--- src/rtl/effect_chain_sequencer.sv ---
// effect_chain_sequencer
//
// Upstream scheduler for the audio effect stages. Takes one codec sample per
// frame and walks it through every enabled effect slot in index order using the
// my_turn/done handshake. Each effect's result becomes the input of the next
// enabled slot, and the final value goes out on sample_out. Disabled slots are
// skipped. A hung effect is abandoned after TIMEOUT_CYCLES and flagged.
//
// Ports:
//   clk, rst          - system clock, synchronous active-high reset
//   sample_in(_valid) - codec sample plus a one-cycle strobe
//   sample_out(_valid)- processed sample plus a one-cycle strobe
//   effect_cs         - per-slot enable (0 = bypass)
//   effect_my_turn    - one-hot turn grant to the effects (level)
//   effect_data_in    - shared sample bus to all effects (always cur_sample)
//   effect_done       - per-slot done from the effects
//   effect_data_out   - flattened per-slot results, slot i at [i*DATA_WIDTH +: DATA_WIDTH]
//   busy              - high whenever the sequencer is not idle
//   overrun           - sticky: a sample arrived while busy and was dropped
//   timeout_err       - sticky per-slot timeout flags
//   err_clear         - clears overrun and timeout_err (a same-cycle set wins)
module effect_chain_sequencer #(
  parameter int DATA_WIDTH     = 16,
  parameter int NUM_EFFECTS    = 4,
  parameter int TIMEOUT_CYCLES = 1000
) (
  input  logic                              clk,
  input  logic                              rst,
  input  logic [DATA_WIDTH-1:0]             sample_in,
  input  logic                              sample_in_valid,
  output logic [DATA_WIDTH-1:0]             sample_out,
  output logic                              sample_out_valid,
  input  logic [NUM_EFFECTS-1:0]            effect_cs,
  output logic [NUM_EFFECTS-1:0]            effect_my_turn,
  output logic [DATA_WIDTH-1:0]             effect_data_in,
  input  logic [NUM_EFFECTS-1:0]            effect_done,
  input  logic [NUM_EFFECTS*DATA_WIDTH-1:0] effect_data_out,
  output logic                              busy,
  output logic                              overrun,
  output logic [NUM_EFFECTS-1:0]            timeout_err,
  input  logic                              err_clear
);

  // idx must reach NUM_EFFECTS, which marks "past the last slot"
  localparam int IDX_W = $clog2(NUM_EFFECTS + 1);
  localparam logic [IDX_W-1:0] END_IDX = IDX_W'(NUM_EFFECTS);
  localparam logic [15:0] TIMER_MAX = 16'(TIMEOUT_CYCLES - 1);

  typedef enum logic [1:0] {
    IDLE,
    SELECT,
    WAIT_DONE,
    RELEASE
  } state_t;

  state_t                  state, state_next;
  logic [IDX_W-1:0]        idx, idx_next;
  logic [15:0]             timer, timer_next;
  logic [DATA_WIDTH-1:0]   cur_sample, cur_sample_next;
  logic [DATA_WIDTH-1:0]   sample_out_next;
  logic                    sample_out_valid_next;
  logic                    overrun_next;
  logic [NUM_EFFECTS-1:0]  my_turn_next, timeout_err_next;
  logic [NUM_EFFECTS-1:0]  slot_onehot;
  logic [DATA_WIDTH-1:0]   slot_data;
  logic                    slot_cs, slot_done, timer_expired;

  assign busy           = (state != IDLE);
  assign effect_data_in = cur_sample;
  assign timer_expired  = (timer == TIMER_MAX);

  // Select the current slot's enable, done and result. When idx has run past
  // the last slot nothing matches, so all selects read as zero.
  always_comb begin
    slot_onehot = '0;
    slot_data   = '0;
    slot_cs     = 1'b0;
    slot_done   = 1'b0;
    for (int i = 0; i < NUM_EFFECTS; i++) begin
      if (idx == IDX_W'(i)) begin
        slot_onehot[i] = 1'b1;
        slot_data      = effect_data_out[i*DATA_WIDTH +: DATA_WIDTH];
        slot_cs        = effect_cs[i];
        slot_done      = effect_done[i];
      end
    end
  end

  // Next-state and next-output logic. Sticky flags are cleared first and then
  // set, so a set event in the same cycle as err_clear survives.
  always_comb begin
    state_next            = state;
    idx_next              = idx;
    timer_next            = timer;
    cur_sample_next       = cur_sample;
    my_turn_next          = effect_my_turn;
    sample_out_next       = sample_out;
    sample_out_valid_next = 1'b0;
    overrun_next          = err_clear ? 1'b0 : overrun;
    timeout_err_next      = err_clear ? '0 : timeout_err;

    if (sample_in_valid && (state != IDLE))
      overrun_next = 1'b1;

    case (state)
      IDLE: begin
        if (sample_in_valid) begin
          cur_sample_next = sample_in;
          idx_next        = '0;
          state_next      = SELECT;
        end
      end
      SELECT: begin
        if (idx == END_IDX) begin
          sample_out_next       = cur_sample;
          sample_out_valid_next = 1'b1;
          state_next            = IDLE;
        end else if (!slot_cs) begin
          idx_next = idx + IDX_W'(1);
        end else begin
          my_turn_next = slot_onehot;
          timer_next   = '0;
          state_next   = WAIT_DONE;
        end
      end
      WAIT_DONE: begin
        timer_next = timer + 16'd1;
        // done is checked first so a done arriving on the last allowed cycle
        // is taken as a good result rather than a timeout
        if (slot_done) begin
          cur_sample_next = slot_data;
          my_turn_next    = '0;
          timer_next      = '0;
          state_next      = RELEASE;
        end else if (timer_expired) begin
          my_turn_next     = '0;
          timeout_err_next = timeout_err_next | slot_onehot;
          timer_next       = '0;
          state_next       = RELEASE;
        end
      end
      RELEASE: begin
        // effects may hold done for a cycle or two after my_turn drops; wait
        // for it to fall, but never forever
        timer_next = timer + 16'd1;
        if (!slot_done || timer_expired) begin
          idx_next   = idx + IDX_W'(1);
          timer_next = '0;
          state_next = SELECT;
        end
      end
      default: state_next = IDLE;
    endcase
  end

  // State register
  always_ff @(posedge clk) begin
    if (rst)
      state <= IDLE;
    else
      state <= state_next;
  end

  // Datapath and output registers
  always_ff @(posedge clk) begin
    if (rst) begin
      idx              <= '0;
      timer            <= '0;
      cur_sample       <= '0;
      effect_my_turn   <= '0;
      sample_out       <= '0;
      sample_out_valid <= 1'b0;
      overrun          <= 1'b0;
      timeout_err      <= '0;
    end else begin
      idx              <= idx_next;
      timer            <= timer_next;
      cur_sample       <= cur_sample_next;
      effect_my_turn   <= my_turn_next;
      sample_out       <= sample_out_next;
      sample_out_valid <= sample_out_valid_next;
      overrun          <= overrun_next;
      timeout_err      <= timeout_err_next;
    end
  end

endmodule
--- config.mk ---
export PLATFORM = sky130hd
export DESIGN_NAME = effect_chain_sequencer
export DESIGN_NICKNAME = d
export VERILOG_FILES = /design/src/rtl/effect_chain_sequencer.sv
export SDC_FILE = /design/constraint.sdc
export NUM_CORES = 1
export LEC_CHECK = 0
export CAP_MARGIN = 5
export CORE_MARGIN = 1.5
export CORE_UTILIZATION = 30
export DETAILED_ROUTE_END_ITERATION = 8
export PLACE_DENSITY = 0.61
export SLEW_MARGIN = 20
export SYNTH_ARGS = -nofsm -noshare
export SYNTH_HDL_FRONTEND = slang
export SYNTH_SLANG_ARGS = --single-unit
--- constraint.sdc ---
create_clock -name clk -period 2.52 [get_ports clk]
set_input_delay 0.252 -clock clk [delete_from_list [all_inputs] [get_ports clk]]
set_output_delay 0.252 -clock clk [all_outputs]
set_load 0.005 [all_outputs]
After elaboration in Yosys (flattened, before gate mapping)
Index checks and enable logic that the tools add are counted.

Memories kept: 0. Bits in read-only memories: 0. Bits in registers: 63. Memory bits (writable): 0. Latch bits: 0. Word-level logic and storage cells: 96. Output and inout port bits: 43. Bits of input ports: 92.

Reduce and logical (&&, ||, !) cells: 18. Bitwise gates (word level): 2. Multipliers: 0. Add/sub/neg operators: 2. Order comparisons: 0. Divide/modulo/power cells: 0. Muxes and demuxes: 49. Eq/ne operators: 16. Shift-type cells: 0.

Operators with widths (number): two-way mux 16 bit (11); case mux 16 bit (3 select lines) (1); two-way mux 4 bit (8); case mux 16 bit (2 select lines) (1); adder 16 x 1 -> 16 bit, second input constant (1); == test 16 x 10 -> 1 bit, second input constant (1); two-way mux 1 bit (15); two-way mux 2 bit (6); two-way mux 3 bit (4); inequality test 2 bit, second input constant (6); case mux 3 bit (3 select lines) (1); case mux 2 bit (4 select lines) (1); case mux 4 bit (2 select lines) (1); AND reduction 4 bit (2); nonzero test 2 bit (4); == test 3 x 2 -> 1 bit, second input constant (2); inequality test 3 bit, second input constant (2); AND reduction 3 bit (2); nonzero test 3 bit (2); AND reduction 5 bit (1); == test 2 bit, second input constant (2); bitwise OR 4 bit (1); adder 3 x 1 -> 3 bit, second input constant (1); == test 3 x 1 -> 1 bit, second input constant (1); other kinds (10) (10).

Logic depth before layout (Yosys ltp)
Gate-level depths: netlist of the first run.

Depth after elaboration: 9. Depth in mapped cells: 10. Gate-level depth less buffers: 7.

Worst setup path before layout of the first run
OpenSTA, ideal clock, no wires.

Kind: flip-flop to flip-flop. Start point: register idx[0]. End point: register cur_sample[10], in the netlist effect_data_in[10]. Setup slack: 0.199 ns. Period minus slack after synthesis: 2.321 ns. Stages on the path, launching flop included: 10. Arrival: 2.261 ns. Data required time: 2.460 ns. Library setup time: 0.060 ns. Cells stage by stage: dfxtp_1 ha_1 ha_1 or2_1 a211o_1 and2_1 clkbuf_1 nor3b_2 clkbuf_1 a22o_1.

Cells in the longest elaborated chain, start to end: 7.

RTL lines: from (decl) (RTL line 57) `logic [IDX_W-1:0] idx, idx_next;`; from (signal assigned) (RTL line 176) `idx <= idx_next;`; logical NOT 3 bit (RTL line 80) `if (idx == IDX_W'(i)) begin`; two-way mux 16 bit / two-way mux 1 bit (equally long branches) (4 in a row) (RTL line 80); two-way mux 16 bit / inequality test 2 bit (equally long branches); case mux 16 bit (2 select lines) / AND reduction 3 bit (equally long branches); to (signal assigned) (RTL line 178) `cur_sample <= cur_sample_next;`; to (decl) (RTL line 59) `logic [DATA_WIDTH-1:0] cur_sample, cur_sample_next;`.

Several ways; a longest one is shown, not always the timed one. The select of a mux whose other input is x is not followed. A chain may end at the register's enable or synchronous reset.

Worst setup path in the final report of the first run
Start point: register timer[14]. End point: register idx[0].

Cells in the longest elaborated chain, start to end: 4.

RTL lines: from (decl) (RTL line 58) `logic [15:0] timer, timer_next;`; from (signal assigned) (RTL line 177) `timer <= timer_next;`; == test 16 x 10 -> 1 bit (RTL line 70) `assign timer_expired = (timer == TIMER_MAX);`; logical OR 1 bit (RTL line 146) `if (!slot_done || timer_expired) begin`; inequality test 2 bit (no line); AND reduction 5 bit (no line).

Every way passes these cells.

==> impl_metrics.csv, run 1 <==
group,metric,value,unit
timing,max_freq,416,MHz
synthesis,synth-seq-cells,63,
grt,grt_remaining_overflow,0,
die,io_pins,135,
grt,grt_pass1_wl,18800,µm
finish,fin_cells,708,
synthesis,yosysSeqAreaShare,35.6,%
synthesis,yosys_warnings,0,
worst_setup_path,arrival,2.62,ns
synthesis,syn_avg_cell_area,8.15,µm²
clocking,cts_made_buffers,9,
placement,dpl.cell_count,692,
power,vdd_ir_drop_max,0.000455,V
timing,maxSlewViolCount,0,
timing,layout_min_cycle_time,2.40,ns
synthesis,synth_edf_count,0,
grt,grt_pass1_vias,3735,
power,total_power,0.00394,W
synthesis,synth_flop_cell,"dfxtp_1",
clocking,clock-sinks,63,
clocking,holdBufCountCts,0,
routing,vias,3778,
finish,synthToLayoutAreaGrowth,52.0,%
power,p_leak,1.89,nW
routing,drc,0,
synthesis,synth_area_leader_cell,"dfxtp_1",
die,coreArea,11500,µm²
worst_setup_path,cp-start-kind,"register",
routing,postRouteAntennaNets,0,
finish,antenna_cells,0,
timing,finalSetupViolCount,0,
timing,tightest_slew,0.668,ns
hold_path,hp-class,"in2reg",
finish,nNetsFinal,663,
clocking,cts-root-buf,"clkbuf_16",
routing,viasPerCell,5.34,
routing,drt_iter0_markers,206,
die,rows,39,
synthesis,netlist_instances,435,
worst_setup_path,cp_max_fo,3,
worst_setup_path,crit_type,"reg2reg",
synthesis,syn_area,3540,µm²
clocking,post_cts.repair.setup_buffers,0,
synthesis,synth_area_leaders,"dfxtp_1 36%, a21oi_1 6.5%, nand2_1 5.7%, a221o_1 4.8%, a22o_1 4.0%",
clocking,clkLatencyLatePin,0.33,ns
grt,grt_usage,18.6,%
synthesis,yosysTopAreaCellShare,35.6,%
die,start_util,30.9,%
clocking,clock_tree.buffer_depth,2,
die,design.die.area,12500,µm²
timing,finalCritPeriodShare,95.4,%
placement,portBuffers,134,
die,fp.dieW,112,µm
job,maxCapViolations,0,
synthesis,synthArstFlopShare,0,%
timing,max-slew-margin-rel,55.3,%
run_status,status,"completed",
timing,rsz0062_at_grt,"yes",
routing,routed_wl,11700,µm
worst_setup_path,required,2.73,ns
grt,antenna_found_initial,0,
clocking,tritoncts,"yes",
clocking,htreeDepth,3,
worst_setup_path,crit_path_end_kind,"register",
grt,grt_start_max_net_pins,44,
power,p_per_area,731,nW/µm²
die,die_h,112,µm
routing,wire_per_inst,16.6,µm
placement,dp_hpwl,8850,µm
routing,dr.pass1.iters,4,
timing,hold_viol_final,0,
finish,drive_gt1_share,7.79,%
synthesis,ys_types,45,
timing,fin_skew,0.00979,ns
placement,gp_congestion,0.900,
clocking,path_clk_slew,0.06,ns
synthesis,synthesis.nets,538,
## metrics by stage
step | hold WS [ns] | setup WS [ns] | utilization, % | area (µm²) | setup TNS [ns]
after global routing | 0.364 | -0.0571 | 47.0 | 5390 | -0.177
final | 0.344 | 0.116 | 47.0 | 5390 | 0
after detailed placement | 0.447 | 0.0427 | 44.0 | 5040 | 0
after CTS | 0.327 | 0.0234 | 46.8 | 5370 | 0
after floorplan | 0.396 | 0.199 | - | 3540 | 0
after global placement | 0.446 | 0.00751 | 43.9 | 5040 | 0
## report_power, final
part | leakage (nW) | switching [W] | internal [W]
clock | 0.162 | 0.000492 | 0.000880
combinational | 1.22 | 0.000676 | 0.000718
sequential | 0.511 | 0.0000908 | 0.00108
## worst max-delay path, cell delays in order (launching register included)
cell,delay [ns]
dfxtp_1,0.33
or4_4,0.56
or4_1,0.65
a211oi_4,0.39
mux2_1,0.36
## registers in the layout, indices dropped and copies added, names as in the netlist, 2 cells and up
signal	cells
sample_out	16
timer	16
timeout_err	4
effect_my_turn	4
effect_data_in	16
state	2
idx	3
## cells by family (layout without fill, tap and decap cells)
family          count (synthesis)  after routing  share of synthesized area (%)
simple gates                  175            175                           25.2
fa+ha+maj                      11             11                           3.88
xor+xnor                        7              7                           1.73
buf+inv                        49            179                           5.51
compound gates                120            120                           25.2
flops                          63             63                           35.6
mux                            10             10                           2.97
## routing by layer
metal  wire length (µm)  track usage, %  up-vias
met5                  0               0        -
met4                236            5.40        0
met3                658            3.97       21
met2               5680            32.1      127
met1               5140            23.2     1779
li1                   -               -     1851
## synthesized netlist by cell type (all sizes together) (2+ instances only)
master	n
a2111oi	7
a211o	2
a211oi	3
a21oi	47
a221o	17
a22o	16
a31oi	4
a32oi	16
and2	3
and3	3
buf	8
clkbuf	29
dfxtp	63
ha	11
inv	12
mux2	4
mux2i	6
nand2	54
nand2b	22
nand3	8
nand3b	5
nand4	15
nand4b	2
nor2	32
nor2b	4
nor3	9
nor4	2
o211ai	3
or2	2
or3	6
or3b	3
or4	4
xnor2	7
## layout by cell type (no fill, tap or decap), types with 3 or more instances in the layout
cell type	Yosys	layout
nor3_1	9	9
nand2_1	54	54
ha_1	11	11
mux2i_1	6	6
or3b_1	3	3
mux2_1	3	3
nor2_1	32	31
or3_1	6	6
clkbuf_16	0	9
a31oi_1	4	4
and3_1	3	3
clkdlybuf4s50_1	0	133
buf_4	0	17
xnor2_1	7	7
nand2b_1	22	22
a32oi_1	16	16
or4_1	3	3
nand3b_1	5	5
inv_1	12	12
nor2b_1	4	3
dfxtp_1	63	63
a221o_1	17	16
o211ai_1	3	3
a22o_1	16	16
nand3_1	8	8
nand4_1	15	15
a21oi_1	46	44
and2_1	3	3
a2111oi_0	7	5
## repair_timing
item / in CTS / in global routing
endpoints found under the hold margin: 0 / 0
setup endpoints to repair: 0 / 24
gates resized for setup: 0 / 7
## area by class of cell
cell class                 count  area [µm²]
fill                        1109        6080
timing repair buffer         151        1460
tap                          143         179
clock buffer                   9         225
inverter                      12        45.0
multi-input combinational    323        2110
sequential                    63        1260
clock inverter                 7         103
## worst paths after layout
check / slack, ns / startpoint / endpoint / cells past startpoint
setup reg to reg: 0.12 / timer[14] / idx[0] / 4
hold reg to reg: 0.45 / sample_out[3] / sample_out[3] / 2
setup / recovery: 0.12 / timer[14] / idx[0] / 4
hold / removal: 0.34 / rst / overrun / 2
(Power assumes the default switching activity.)
==> run 2, diff against run 1 <==
--- a/config.mk
+++ b/config.mk
@@ -9,7 +9,7 @@
 export CORE_MARGIN = 1.5
 export CORE_UTILIZATION = 30
 export DETAILED_ROUTE_END_ITERATION = 8
-export PLACE_DENSITY = 0.61
+export PLACE_DENSITY = 0.68
 export SLEW_MARGIN = 20
 export SYNTH_ARGS = -nofsm -noshare
 export SYNTH_HDL_FRONTEND = slang
==> run 2 against run 1 <==
  * Critical endpoint is now timer[12]
  * Sequential share of layout area rose by 0.087 points
  * Design area fell by 0.37%
  * Largest cell class unchanged
  * Via count rose by 2.8%
  * Largest power group unchanged
==> impl_metrics.csv, run 2 (synthesis gave the netlist of run 1 again) <==
group,metric,value,unit
run_status,status,"completed",
clocking,cts-root-buf,"clkbuf_16",
routing,vias,3885,
clocking,clkLatencyLatePin,0.33,ns
routing,postRouteAntennaNets,0,
worst_setup_path,critical_path.most_common_cell,"ha_1",
power,vdd_ir_drop_max,0.000440,V
die,coreArea,11500,µm²
power,p_switching,0.00121,W
clocking,clock-sinks,63,
clocking,htreeDepth,3,
die,die_h,112,µm
grt,grt_pass1_vias,3866,
die,start_util,30.9,%
die,fp.dieW,112,µm
timing,tightest_slew,0.756,ns
die,rows,39,
routing,wire_per_inst,17.1,µm
finish,seqCellArea,1260,µm²
worst_setup_path,cp-start-kind,"register",
placement,place_ws,0.0463,ns
clocking,path_clk_slew,0.05,ns
grt,antenna_found_initial,0,
clocking,holdBufCountCts,0,
routing,drc,0,
finish,nNetsFinal,667,
finish,nFillCells,1145,
placement,gp_congestion,0.865,
placement,portBuffers,134,
worst_setup_path,r2r_cells,7,
timing,hold_viol_final,0,
worst_setup_path,arrival,2.63,ns
hold_path,hp-start,"rst",
placement,placed_area,5060,µm²
worst_setup_path,worstPathCellList,"ha_1 -> ha_1 -> or2_1 -> a221o_2 -> a2111oi_0 -> xnor2_1 -> nor3_1",
clocking,cts_made_buffers,9,
power,p_int,0.00256,W
power,pwr-share-comb,37.9,%
timing,fin_skew,0.00399,ns
worst_setup_path,critPathTopFamily,"compound AO/OA/AOI/OAI gates",
timing,maxSlewViolCount,0,
worst_setup_path,cp_max_fo,6,
grt,grt_start_max_net_pins,45,
finish,mostFrequentLayoutCells,"133 x clkdlybuf4s50_1, 63 x dfxtp_1, 54 x nand2_1",
finish,drive_gt1_share,8.10,%
timing,max_freq,412,MHz
worst_setup_path,critPathMaxStageDelay,0.59,ns
grt,grt_remaining_overflow,0,
worst_setup_path,r2r-end,"timer[12]",
worst_setup_path,crit_path_end_kind,"register",
finish,antenna_cells,0,
hold_path,whs_path_depth,3,
timing,max-slew-margin-rel,49.6,%
clocking,tritoncts,"yes",
worst_setup_path,cp_slowest_cell,"a2111oi_0",
finish,multiInputGateArea,2110,µm²
power,p_sw_share,32.2,%
timing,holdWs,0.391,ns
worst_setup_path,ff2ff_setup_slack,0.09,ns
worst_setup_path,r2r-start,"idx[0]",
timing,fin_ws,0.0903,ns
worst_setup_path,crit_type,"reg2reg",
hold_path,hp-class,"in2reg",
routing,drt_iter0_markers,256,
worst_setup_path,critical_path_buf_inv_count,0,
hold_path,worstHoldEndpoint,"idx[2]",
grt,grt_usage,19.2,%
routing,viasPerCell,5.46,
routing,routed_wl,12200,µm
die,io_pins,135,
placement,dp_hpwl,8830,µm
finish,layout_commonest_cell,"clkdlybuf4s50_1",
power,clkPwrFrac,31.0,%
power,p_per_area,703,nW/µm²
timing,rsz0062_at_grt,"yes",
job,maxCapViolations,0,
finish,final_cell_area,5370,µm²
grt,grt_pass1_wl,19300,µm
routing,dr.pass1.iters,5,
power,seqPwrFrac,31.1,%
worst_setup_path,required,2.72,ns
timing,finalCritPeriodShare,96.4,%
die,design.die.area,12500,µm²
timing,layout_min_cycle_time,2.43,ns
timing,finalSetupViolCount,0,
clocking,clock_tree.buffer_depth,2,
finish,synthToLayoutAreaGrowth,51.5,%
power,p_leak,1.89,nW
power,total_power,0.00378,W
==> run 2: cell count changes in the layout (fill, tap and decap cells not counted), moves of 2 or more <==
cell | before | now
clkbuf_8 | 0 | 3
bufinv_16 | 2 | 0
inv_6 | 2 | 0
buf_4 | 17 | 20
==> run 2: metrics by stage <==
step | instances | util (%) | TNS, ns
2_1_floorplan | 435 | - | 0
3_3_place_gp | 694 | 44.1 | 0
3_5_place_dp | 694 | 44.1 | 0
4_1_cts | 709 | 46.6 | 0
5_1_grt | 711 | 46.8 | -0.276
6_report | 711 | 46.8 | 0
==> run 2: cell type report <==
class,instances,share of cell area [%]
Timing Repair Buffer,154,27.7
Inverter,12,0.839
Clock buffer,12,4.96
Multi-Input combinational cell,324,39.4
Clock inverter,3,0.326
Tap cell,143,3.33
Sequential cell,63,23.5
==> run 2: routing by layer <==
| metal | track usage (%) | part of all wire (%) | up-vias |
|---|---|---|---|
| met5 | 0 | 0 | - |
| met3 | 5.33 | 6.9 | 15 |
| li1 | - | - | 1863 |
| met1 | 22.5 | 41 | 1852 |
| met2 | 33.6 | 50 | 155 |
| met4 | 6.75 | 1.7 | 0 |
==> run 2: worst max path at each step <==
stage / startpoint / end / slack [ns] / cells past startpoint
2_1_floorplan: idx[0] / effect_data_in[10] / 0.20 / 9
3_3_place_gp: idx[0] / effect_data_in[3] / 0.05 / 7
3_5_place_dp: idx[0] / effect_data_in[7] / 0.05 / 7
4_1_cts: idx[0] / effect_data_in[7] / 0.02 / 7
5_1_grt: idx[0] / timer[13] / -0.06 / 7
6_report: idx[0] / timer[12] / 0.09 / 7
==> run 2: power groups by stage <==
stage / Sequential [W] / Clock (W) / Combinational, W
2_1_floorplan: 0.00117 / 0 / 0.000825
3_5_place_dp: 0.00120 / 0 / 0.00138
4_1_cts: 0.00118 / 0.00120 / 0.00139
5_1_grt: 0.00119 / 0.00124 / 0.00156
6_report: 0.00117 / 0.00117 / 0.00143
3_3_place_gp: 0.00119 / 0 / 0.00137
==> run 2: repair_timing <==
item,in CTS,in global routing
gates resized for setup,0,5
endpoints found under the setup margin,0,27
buffers inserted,0,1
==> run 2: worst min-delay path, stage by stage <==
cell    delay (ns)
buf_2         0.20
nor2_1        0.11
mux2_1        0.12
==> run 3, diff against run 2 <==
--- a/config.mk
+++ b/config.mk
@@ -9,6 +9,7 @@
 export CORE_MARGIN = 1.5
 export CORE_UTILIZATION = 30
 export DETAILED_ROUTE_END_ITERATION = 8
+export MAX_ROUTING_LAYER = met4
 export PLACE_DENSITY = 0.68
 export SLEW_MARGIN = 20
 export SYNTH_ARGS = -nofsm -noshare
==> run 3 against run 2 <==
  * Fmax fell by 1.5%
  * Critical endpoint is now timer[6]
  * Clock skew rose by 0.0013 ns
  * Critical path type unchanged
  * Largest cell class unchanged
  * Power barely moved
  * Sequential power barely moved
  * Setup slack got worse by 0.037 ns
  * Largest power group unchanged
==> impl_metrics.csv, run 3 (synthesis gave the netlist of run 1 again) <==
group,metric,value,unit
clocking,clkLatencyLatePin,0.33,ns
worst_setup_path,critical_path.most_common_cell,"ha_1",
clocking,htreeDepth,3,
hold_path,hp-class,"in2reg",
worst_setup_path,r2r-end,"timer[6]",
clocking,holdBufCountCts,0,
finish,fin_cells,710,
grt,grt_start_max_net_pins,45,
clocking,post_cts.repair.setup_buffers,0,
clocking,clock-sinks,63,
finish,synthToLayoutAreaGrowth,51.4,%
routing,drc,0,
power,clkPwrFrac,31.1,%
hold_path,whs_path_depth,3,
timing,max_freq,405,MHz
power,pwr-share-comb,37.8,%
routing,drt_iter0_markers,298,
power,p_sw_share,32.3,%
clocking,tritoncts,"yes",
routing,viasPerCell,5.46,
finish,layout_commonest_cell,"clkdlybuf4s50_1",
timing,finalSetupViolCount,0,
grt,grt_remaining_overflow,0,
routing,wire_per_inst,17.1,µm
worst_setup_path,worstPathCellList,"ha_1 -> ha_1 -> or2_1 -> a2111oi_0 -> a211o_1 -> buf_4 -> nand3_1 -> o211ai_1",
grt,antenna_found_initial,0,
worst_setup_path,crit_path_end_kind,"register",
job,maxCapViolations,0,
worst_setup_path,crit_type,"reg2reg",
die,io_pins,135,
grt,grt_usage,19.8,%
routing,postRouteAntennaNets,0,
timing,layout_min_cycle_time,2.47,ns
placement,gp_congestion,0.878,
finish,antenna_cells,0,
clocking,cts-root-buf,"clkbuf_16",
hold_path,hp-start,"rst",
routing,vias,3874,
worst_setup_path,cp_max_fo,11,
worst_setup_path,required,2.77,ns
worst_setup_path,arrival,2.72,ns
placement,portBuffers,134,
die,die_h,112,µm
timing,rsz0062_at_grt,"yes",
placement,dpl.cell_count,694,
worst_setup_path,r2r_cells,8,
finish,drive_gt1_share,8.11,%
power,p_int,0.00256,W
power,seqPwrFrac,31.1,%
power,p_switching,0.00122,W
timing,hold_viol_final,0,
worst_setup_path,critPathMaxStageDelay,0.48,ns
clocking,path_clk_slew,0.05,ns
timing,maxSlewViolCount,0,
clocking,clock_tree.buffer_depth,2,
routing,dr.pass1.iters,4,
die,rows,39,
finish,nNetsFinal,666,
placement,dp_hpwl,8830,µm
clocking,cts_made_buffers,9,
power,vdd_ir_drop_max,0.000442,V
routing,routed_wl,12200,µm
placement,place_ws,0.0463,ns
timing,setup_tns,0,ns
timing,tightest_slew,0.757,ns
power,p_per_area,704,nW/µm²
timing,max-slew-margin-rel,49.5,%
timing,fin_ws,0.0530,ns
hold_path,worstHoldEndpoint,"idx[2]",
run_status,status,"completed",
worst_setup_path,r2r-start,"idx[0]",
timing,finalCritPeriodShare,97.9,%
worst_setup_path,ff2ff_setup_slack,0.05,ns
die,coreArea,11500,µm²
finish,mostFrequentLayoutCells,"133 x clkdlybuf4s50_1, 63 x dfxtp_1, 54 x nand2_1",
die,design.die.area,12500,µm²
timing,fin_skew,0.00528,ns
worst_setup_path,cp_slowest_cell,"a2111oi_0",
grt,grt_pass1_wl,19300,µm
grt,grt_pass1_vias,3864,
power,p_leak,1.88,nW
die,start_util,30.9,%
timing,holdWs,0.386,ns
die,fp.dieW,112,µm
worst_setup_path,cp-start-kind,"register",
[run 3: cell count changes in the layout (fill, tap and decap cells not counted), sizes merged]
cell	before	now
buf	21	20
[run 3: final cells by class]
cell class                      instances  area, µm²
Timing Repair Buffer                  153       1480
Clock buffer                           12        267
Clock inverter                          3       17.5
Multi-Input combinational cell        324       2120
Fill cell                            1149       6100
Inverter                               12       45.0
Sequential cell                        63       1260
Tap cell                              143        179
[run 3: power groups by stage]
stage | clock, W | sequential, W | combinational [W]
6_report | 0.00117 | 0.00117 | 0.00143
5_1_grt | 0.00124 | 0.00119 | 0.00155
4_1_cts | 0.00120 | 0.00118 | 0.00139
3_5_place_dp | 0 | 0.00120 | 0.00138
3_3_place_gp | 0 | 0.00119 | 0.00137
2_1_floorplan | 0 | 0.00117 | 0.000825
[run 3: how the worst max path moves through the flow]
stage                       from                  to  slack [ns]  cells past startpoint
after floorplan           idx[0]  effect_data_in[10]        0.20                      9
after global placement    idx[0]   effect_data_in[3]        0.05                      7
after detailed placement  idx[0]   effect_data_in[7]        0.05                      7
after CTS                 idx[0]   effect_data_in[7]        0.02                      7
after global routing      idx[0]            timer[7]       -0.03                      7
final                     idx[0]            timer[6]        0.05                      8
[run 3: layer usage]
layer	part of all wire, %	wire length [µm]	global-route usage (%)	vias up
li1	-	-	-	1862
met1	42	5130	22.4	1841
met5	0	0	-	-
met3	6.7	816	5.39	20
met2	49	5990	33.6	151
met4	1.9	235	6.84	0
[run 3: what timing repair did]
item                                    CTS  global route
endpoints found under the setup margin    0            10
gates resized for setup                   0             8
endpoints found under the hold margin     0             0
[run 3: critical path, delay by kind of cell (launching register included)]
family | cells | cell delay (ns)
buffers and inverters | 1 | 0.21
adders and majority gates | 2 | 0.46
and+or+nand+nor | 2 | 0.44
DFF | 1 | 0.35
AOI/OAI and AO/OA | 3 | 0.94
[run 3: through the flow]
stage          instance area [µm²]  utilization, %  power (W)
6_report                      5370            46.8    0.00378
5_1_grt                       5370            46.8    0.00398
4_1_cts                       5340            46.6    0.00377
3_5_place_dp                  5060            44.1    0.00258
3_3_place_gp                  5050            44.1    0.00256
2_1_floorplan                 3540               -    0.00200
